### config.mk
export PLATFORM = sky130hd
export DESIGN_NAME = erx_protocol_flat
export DESIGN_NICKNAME = d
export VERILOG_FILES = /design/src/rtl/erx_protocol_if.sv /design/src/rtl/erx_protocol.sv /design/src/flat_wrapper.sv
export SDC_FILE = /design/constraint.sdc
export NUM_CORES = 1
export LEC_CHECK = 0
export ABC_AREA = 1
export CORE_AREA = 8 8 197 199
export DETAILED_ROUTE_END_ITERATION = 8
export DIE_AREA = 0 0 205 207
export GPL_TIMING_DRIVEN = 0
export MAX_ROUTING_LAYER = met4
export PLACE_DENSITY_LB_ADDON = 0.25
export SETUP_SLACK_MARGIN = 0.05
export SLEW_MARGIN = 5
export SYNTH_ARGS = -nofsm -noshare
export SYNTH_HDL_FRONTEND = slang
export SYNTH_SLANG_ARGS = --single-unit
### constraint.sdc
create_clock -name rx_lclk_div4 -period 10.28 [get_ports rx_lclk_div4]
set_input_delay 3.084 -clock rx_lclk_div4 [delete_from_list [all_inputs] [get_ports rx_lclk_div4]]
set_output_delay 3.084 -clock rx_lclk_div4 [all_outputs]
set_load 0.005 [all_outputs]
### src/rtl/erx_protocol_if.sv
// Receive-side bus bundle: IO-stage beats in, erx core packets out, plus pushback and status.
// Latency: none, this is wiring only.
// Backpressure: erx_wait stalls the core side; rx_wr_wait/rx_rd_wait push back on the link side.
interface erx_protocol_if #(
    parameter int PW    = 104,
    parameter int DEPTH = 4
);
    localparam int CW = $clog2(DEPTH) + 1;

    logic          rx_access;
    logic          rx_burst;
    logic [PW-1:0] rx_packet;
    logic          erx_wait;
    logic          erx_access;
    logic [PW-1:0] erx_packet;
    logic          rx_wr_wait;
    logic          rx_rd_wait;
    logic [CW-1:0] erx_fifo_count;
    logic          erx_overflow;
    logic          erx_burst_err;

    // Receive block side
    modport slave (
        input  rx_access, rx_burst, rx_packet, erx_wait,
        output erx_access, erx_packet, rx_wr_wait, rx_rd_wait,
               erx_fifo_count, erx_overflow, erx_burst_err
    );

    // Stimulus / surrounding logic side
    modport master (
        output rx_access, rx_burst, rx_packet, erx_wait,
        input  erx_access, erx_packet, rx_wr_wait, rx_rd_wait,
               erx_fifo_count, erx_overflow, erx_burst_err
    );
endinterface

### src/rtl/erx_protocol.sv
// Expands elink burst beats into fully addressed packets and queues them for the erx core.
// Latency: 1 cycle from rx_access to erx_access when the FIFO is empty.
// Backpressure: erx_wait holds the head; pushback is registered at count >= DEPTH-MARGIN; full FIFO drops.
module erx_protocol #(
    parameter int PW     = 104,
    parameter int DEPTH  = 4,
    parameter int MARGIN = 2
) (
    input  logic           rx_lclk_div4,
    input  logic           erx_reset,
    erx_protocol_if.slave  bus
);
    localparam int AW = $clog2(DEPTH);
    localparam logic [AW:0] FULL_CNT = (AW + 1)'(DEPTH);
    localparam logic [AW:0] HI_WM    = (AW + 1)'(DEPTH - MARGIN);

    logic [PW-1:0] mem [DEPTH];
    logic [AW:0]   wr_ptr;
    logic [AW:0]   rd_ptr;
    logic [AW:0]   count;
    logic          not_empty;
    logic          full;
    logic          pop;
    logic          push;

    logic          hdr_valid;
    logic          hdr_write;
    logic [1:0]    hdr_datamode;
    logic [3:0]    hdr_ctrlmode;
    logic [31:0]   hdr_dstaddr;

    logic [31:0]   next_dstaddr;
    logic          is_cont;
    logic [PW-1:0] fmt_packet;

    // Burst continuation beats inherit the header fields and step the address by 8
    always_comb begin
        next_dstaddr = hdr_dstaddr + 32'd8;
        is_cont      = bus.rx_burst & hdr_valid;
        fmt_packet   = bus.rx_packet;
        if (is_cont) begin
            fmt_packet = {bus.rx_packet[PW-1:40], next_dstaddr,
                          hdr_ctrlmode, hdr_datamode, hdr_write, 1'b1};
        end
    end

    // Occupancy from pointers with wrap bit; a push into a full FIFO survives only if the head pops
    always_comb begin
        count     = wr_ptr - rd_ptr;
        not_empty = (count != '0);
        full      = (count == FULL_CNT);
        pop       = not_empty & ~bus.erx_wait;
        push      = bus.rx_access & (~full | pop);
    end

    assign bus.erx_access     = not_empty;
    assign bus.erx_packet     = not_empty ? mem[rd_ptr[AW-1:0]] : '0;
    assign bus.erx_fifo_count = count;

    // Storage array; contents beyond the pointers are never observed so no reset is needed
    always_ff @(posedge rx_lclk_div4) begin
        if (push && !erx_reset) begin
            mem[wr_ptr[AW-1:0]] <= fmt_packet;
        end
    end

    // Pointers, header tracking, sticky errors and registered pushback
    always_ff @(posedge rx_lclk_div4) begin
        if (erx_reset) begin
            wr_ptr            <= '0;
            rd_ptr            <= '0;
            hdr_valid         <= 1'b0;
            hdr_write         <= 1'b0;
            hdr_datamode      <= '0;
            hdr_ctrlmode      <= '0;
            hdr_dstaddr       <= '0;
            bus.erx_overflow  <= 1'b0;
            bus.erx_burst_err <= 1'b0;
            bus.rx_wr_wait    <= 1'b0;
            bus.rx_rd_wait    <= 1'b0;
        end else begin
            if (push) begin
                wr_ptr <= wr_ptr + 1'b1;
            end
            if (pop) begin
                rd_ptr <= rd_ptr + 1'b1;
            end
            // Dropped beats still advance the header so later beats stay aligned
            if (bus.rx_access) begin
                hdr_valid    <= 1'b1;
                hdr_write    <= fmt_packet[1];
                hdr_datamode <= fmt_packet[3:2];
                hdr_ctrlmode <= fmt_packet[7:4];
                hdr_dstaddr  <= fmt_packet[39:8];
                if (!push) begin
                    bus.erx_overflow <= 1'b1;
                end
                if (bus.rx_burst && !hdr_valid) begin
                    bus.erx_burst_err <= 1'b1;
                end
            end
            bus.rx_wr_wait <= (count >= HI_WM);
            bus.rx_rd_wait <= (count >= HI_WM) | bus.erx_wait;
        end
    end
endmodule

### src/flat_wrapper.sv
// flat-port wrapper written by rule: the top's interface ports become plain ports
module erx_protocol_flat 
#(
    parameter int PW     = 104,
    parameter int DEPTH  = 4,
    parameter int MARGIN = 2
)
  (rx_lclk_div4, erx_reset, bus_rx_access, bus_rx_burst, bus_rx_packet, bus_erx_wait, bus_erx_access, bus_erx_packet, bus_rx_wr_wait, bus_rx_rd_wait, bus_erx_fifo_count, bus_erx_overflow, bus_erx_burst_err);
  erx_protocol_if #(.PW(PW), .DEPTH(DEPTH)) bus_i ();
  input  logic rx_lclk_div4;
  input  logic erx_reset;
  input wire logic [$bits(bus_i.rx_access)-1:0] bus_rx_access;
  input wire logic [$bits(bus_i.rx_burst)-1:0] bus_rx_burst;
  input wire logic [$bits(bus_i.rx_packet)-1:0] bus_rx_packet;
  input wire logic [$bits(bus_i.erx_wait)-1:0] bus_erx_wait;
  output wire logic [$bits(bus_i.erx_access)-1:0] bus_erx_access;
  output wire logic [$bits(bus_i.erx_packet)-1:0] bus_erx_packet;
  output wire logic [$bits(bus_i.rx_wr_wait)-1:0] bus_rx_wr_wait;
  output wire logic [$bits(bus_i.rx_rd_wait)-1:0] bus_rx_rd_wait;
  output wire logic [$bits(bus_i.erx_fifo_count)-1:0] bus_erx_fifo_count;
  output wire logic [$bits(bus_i.erx_overflow)-1:0] bus_erx_overflow;
  output wire logic [$bits(bus_i.erx_burst_err)-1:0] bus_erx_burst_err;
  assign bus_i.rx_access = bus_rx_access;
  assign bus_i.rx_burst = bus_rx_burst;
  assign bus_i.rx_packet = bus_rx_packet;
  assign bus_i.erx_wait = bus_erx_wait;
  assign bus_erx_access = bus_i.erx_access;
  assign bus_erx_packet = bus_i.erx_packet;
  assign bus_rx_wr_wait = bus_i.rx_wr_wait;
  assign bus_rx_rd_wait = bus_i.rx_rd_wait;
  assign bus_erx_fifo_count = bus_i.erx_fifo_count;
  assign bus_erx_overflow = bus_i.erx_overflow;
  assign bus_erx_burst_err = bus_i.erx_burst_err;
  erx_protocol #(.PW(PW), .DEPTH(DEPTH), .MARGIN(MARGIN)) u_core (.rx_lclk_div4(rx_lclk_div4), .erx_reset(erx_reset), .bus(bus_i));
endmodule
# Yosys cells after proc, flatten, opt, wreduce, memory -nomap -nowiden

Memory sizes are Yosys's and may differ from the RTL's. A register that Yosys moved wholly into a read port is not among the register bits.
Cells that the tools add are included.
Widths: inputs -> output; s select.

Add/sub/neg operators: 4
Order comparisons: 1
Equal/unequal tests: 1
Mux-type cells: 6
Bitwise logic cells: 8
Reduce and logical (&&, ||, !) cells: 7

Operators with widths:

| kind                  | number |
|---|---|
| $mux 104              | 1 |
| $mux 40               | 1 |
| $add 32x4->32 const B | 1 |
| $add 3x1->3 const B   | 2 |
| $mux 2                | 2 |
| $reduce_and 2->1      | 2 |
| $and 1x1->1           | 3 |
| $eq 3x3->1 const B    | 1 |
| $ge 3x2->1 const B    | 1 |
| $not 1->1             | 3 |
| $reduce_bool 3->1     | 1 |
| $sub 3x3->3           | 1 |
| $logic_and 1x1->1     | 2 |
| $logic_not 1->1       | 2 |
| $mux 1                | 2 |
| $or 1x1->1            | 2 |

Bits in registers: 50
RAM bits: 416
Word-level logic and storage cells: 39
Memories: 1

Memories:

| memory     | words | width | read ports | clocked after Yosys merged registers in | wr ports | line               | source |
|---|---|---|---|---|---|---|---|
| u_core.mem | 4     | 104   | 1          | 1                                       | 1        | erx_protocol.sv:17 | `logic [PW-1:0] mem [DEPTH];` |

# Logic depth before layout (Yosys ltp)

Depth in word-level cells: 8
Mapped depth: 11

# Least setup slack after synthesis

No wires, ideal clock.

Kind: input port to flip-flop
Start point: input port erx_reset
End point: memory u_core.mem[0][0], enable pin
Library setup time: 0.568 ns
Data arrival time: 7.843 ns
Required time: 9.712 ns
Setup slack: 1.869 ns
Stages: 4
Buffers on the path: 1
Path through: clkbuf_1 inv_1 nand2_1 nor2_1

Word-level cells in the longest chain between the ends: 4

RTL lines:

| item                         | line               | source |
|---|---|---|
| start: declaration           | flat_wrapper.sv:11 | `input logic erx_reset;` |
| $logic_not 1->1              | erx_protocol.sv:62 | `if (push && !erx_reset) begin` |
| $logic_and 1x1->1            | erx_protocol.sv:62 |  |
| $mux 1                       | erx_protocol.sv:62 |  |
| $mux 1 (not written as such) | erx_protocol.sv:63 | `mem[wr_ptr[AW-1:0]] <= fmt_packet;` |
| end: declaration             | erx_protocol.sv:17 |  |

No other way between the ends.

# Worst setup path in the final report

Start point: register u_core.wr_ptr[0]
End point: output port bus_erx_packet[24]

Word-level cells in the longest chain between the ends: 3

RTL lines:

| item                     | line               | source |
|---|---|---|
| start: declaration       | erx_protocol.sv:18 | `logic [AW:0] wr_ptr;` |
| start signal: assignment | erx_protocol.sv:83 | `wr_ptr <= wr_ptr + 1'b1;` |
| $sub 3x3->3              | erx_protocol.sv:49 | `count = wr_ptr - rd_ptr;` |
| $reduce_bool 3->1        | erx_protocol.sv:50 | `not_empty = (count != '0);` |
| $mux 104                 | erx_protocol.sv:57 | `assign bus.erx_packet = not_empty ? mem[rd_ptr[AW-1:0]] : '0;` |
| end: declaration         | flat_wrapper.sv:17 | `output wire logic [$bits(bus_i.erx_packet)-1:0] bus_erx_packet;` |

No other way between the ends.

==> impl_metrics.toml <==
[run_status]
status = "completed"

[cts]
cts_resized = 0
postCtsSetupBuffers = 0
numCtsBuffers = 47
insertion_delay_ps = 550
cts.sinks = 468
clock_path_buffers = 3
tritoncts = "done"
htree_levels = 2
cts_hold_buf = 0
cts_root_buf = "clkbuf_16"
clkSlewWorstSetupHoldPaths_ps = 60

[route]
dr_total_vias = 14500
drc = 0
drt_iter0_drc = 1298
ant_nets = 0
wl_um = 51500
first_pass_iters = 5
routedWlPerCell_um = 19.8
vias_per_cell = 5.60

[timing]
fin_crit_ps = 6550
rsz0062_at_grt = "no"
fin_worst_skew_ps = 20.7
min_period_over_period_pct = 63.7
max_slew.worst_pin.slew_ps = 916
setup_viol = 0
tns_ps = 0
slew_headroom_pct = 38.8
finalHoldViolations = 0
fmax_mhz = 153
drv_slew = 0

[worst_setup_path]
path_common_cell = "inv_1"
crit_fanout = 10
cp_top_family = "buffers and inverters"
crit_path_top_delay_cell = "clkbuf_1"
cp.required_ps = 7200
arrival_ps = 3470
end_kind = "primary output"
cp_cell_sequence = "inv_1 -> ha_1 -> fa_1 -> xor2_1 -> nand2_2 -> clkbuf_1 -> nand2_1 -> inv_1 -> clkdlybuf4s50_1"
path_buf_inv = 4
crit_path_start_kind = "flop"
worstSetupPathType = "flop to primary output"
critPathMaxStageDelay_ps = 510

[synth]
synth_fp_nets = 1921
synth_flop_cell = "edfxtp_1"
yosys_warnings = 0
synthCells = 1804
ys_seq_area_share_pct = 68.4
postSynthRegisterBits = 468
avgSynthCellArea_sq_um = 11.0
synth_cell_types = 34
synthArstFlopShare_pct = 0
synth_area_sq_um = 19800
synth_edf_count = 416

[placement]
dpl_cell_area_sq_um = 23000
dp_hpwl_um = 34500
portBuffers = 218
gp_congestion = 0.930

[finish]
regArea_sq_um = 13500
final_nets = 2205
fill_cells = 2679
final_area_sq_um = 24500
synthToLayoutAreaGrowth_pct = 23.9
multiInputGateArea_sq_um = 4960
drive_above_1_share_pct = 7.96

[global_routing]
grt_pass1_vias = 14500
antenna_found_initial = 2
grt_pass1_wl_um = 79800
track_usage_pct = 24.5
grt_max_degree = 28
grt-ovfl-total = 0

[die]
core_sq_um = 35900
start_util_pct = 55.1
floorplan.rows = 70
fp.dieArea_sq_um = 42400
io_pins = 221
fp.dieH_um = 207
die_w_um = 205

[pwr]
powerDensity_nw_per_um2 = 259
p_leak_nw = 9.37
vdd_drop_max_mv = 0.186

[run]
maxCapViolations = 0

[worst_hold_path]
min_path_type = "flop to flop"
-- final timing paths --
check / cells past startpoint / end / slack (ps) / from
max: 9 / bus_erx_packet[24] / 3730 / u_core.wr_ptr[0]$_SDFFE_PP0N_
min: 2 / u_core.bus.erx_burst_err$_SDFFE_PP0P_ / 460 / u_core.bus.erx_burst_err$_SDFFE_PP0P_
max reg2reg: 12 / u_core.mem[1][58]$_DFFE_PP_ / 6750 / u_core.wr_ptr[0]$_SDFFE_PP0N_
min reg2reg: 2 / u_core.bus.erx_burst_err$_SDFFE_PP0P_ / 460 / u_core.bus.erx_burst_err$_SDFFE_PP0P_
-- cell families after synthesis --
logic type               count (synthesis)  synth area share (%)
AO/OA/AOI/OAI                          317                  10.1
XOR/XNOR                                 4                 0.215
adder cells (fa/ha/maj)                  8                 0.544
buffers and inverters                  317                  6.72
flip-flops                             468                  68.4
AND/OR/NAND/NOR                        690                  14.0
-- power breakdown --
group / leakage [nW] / internal, W / total (W) / switching, W
combinational: 4.41 / 0.00110 / 0.00241 / 0.00131
sequential: 4.21 / 0.00219 / 0.00222 / 0.0000349
clock: 0.745 / 0.00102 / 0.00171 / 0.000687
-- worst min-delay path: cells and delay by family (launching register included) --
kind,cells,cell delay [ps]
DFF,1,310
AOI/OAI and AO/OA,1,50
buffers and inverters,1,50
-- layout make-up --
cell class,count,area share [%]
Clock buffer,67,5.40
Tap cell,468,2.39
Timing Repair Buffer,235,10.5
Sequential cell,468,55.2
Inverter,216,3.31
Buffer,101,2.11
Antenna cell,3,0.0306
Clock inverter,18,0.863
Multi-Input combinational cell,1019,20.2
-- registers in the layout, summed over array words and instances, names as in the netlist, named ones only --
signal,count
u_core.mem,416
u_core.bus.erx_overflow,1
u_core.hdr_ctrlmode,4
u_core.hdr_dstaddr,32
u_core.hdr_valid,1
u_core.hdr_write,1
u_core.bus.rx_wr_wait,1
u_core.rd_ptr,3
u_core.hdr_datamode,2
u_core.bus.rx_rd_wait,1
u_core.bus.erx_burst_err,1
u_core.wr_ptr,3
-- placed cells by master, fill, tap and decap left out, drive strengths merged, types with 3 or more instances in the layout --
cell type / synthesis / routed
o211ai: 5 / 5
o32ai: 104 / 104
nand3: 50 / 50
inv: 215 / 217
clkinv: 1 / 12
clkbuf: 61 / 128
edfxtp: 416 / 416
clkdlybuf4s50: 0 / 218
bufinv: 0 / 5
diode: 0 / 3
dfxtp: 52 / 52
xor2: 4 / 4
ha: 7 / 7
o21ai: 161 / 161
nand2: 263 / 263
nor2: 374 / 374
buf: 39 / 56
a21oi: 44 / 44
-- cells in the mapped netlist, types with 2 or more instances --
| cell | n | area share, % |
|---|---|---|
| nor2_4 | 6 | 0.34 |
| clkbuf_1 | 58 | 1.1 |
| inv_2 | 16 | 0.30 |
| nand2_1 | 253 | 4.8 |
| nand3_2 | 4 | 0.20 |
| o21ai_1 | 20 | 0.51 |
| a21oi_1 | 44 | 1.1 |
| a31oi_1 | 2 | 0.063 |
| inv_1 | 199 | 3.8 |
| nand2_4 | 2 | 0.11 |
| dfxtp_1 | 52 | 5.3 |
| o32ai_1 | 104 | 4.6 |
| nor2_1 | 361 | 6.8 |
| o21ai_0 | 140 | 3.5 |
| buf_4 | 3 | 0.11 |
| nand3_1 | 46 | 1.2 |
| nand2_2 | 8 | 0.25 |
| buf_6 | 8 | 0.46 |
| buf_1 | 3 | 0.057 |
| xor2_1 | 3 | 0.13 |
| or2_2 | 2 | 0.063 |
| nor2_2 | 7 | 0.22 |
| ha_1 | 7 | 0.44 |
| buf_2 | 25 | 0.63 |
| clkbuf_8 | 3 | 0.21 |
| edfxtp_1 | 416 | 63 |
| o211ai_1 | 5 | 0.19 |
-- stage by stage --
stage	worst slack (ps)	utilization [%]	hold slack (ps)	power (W)	cells
floorplan	1870	-	447	0.00338	1804
global placement	-2130	62.8	439	0.00464	2490
detailed placement	4350	64.0	448	0.00468	2507
CTS	3740	68.2	466	0.00638	2592
global route	3590	68.3	497	0.00666	2594
finish	3730	68.3	463	0.00634	2595
-- routing by layer --
layer  wire, um  GRT usage [%]
met1      20900           31.7
met4       1440           8.21
met3       4190           3.87
met2      25000           39.0
met5          0              -
No activity file was read; power rests on OpenSTA's default activity.
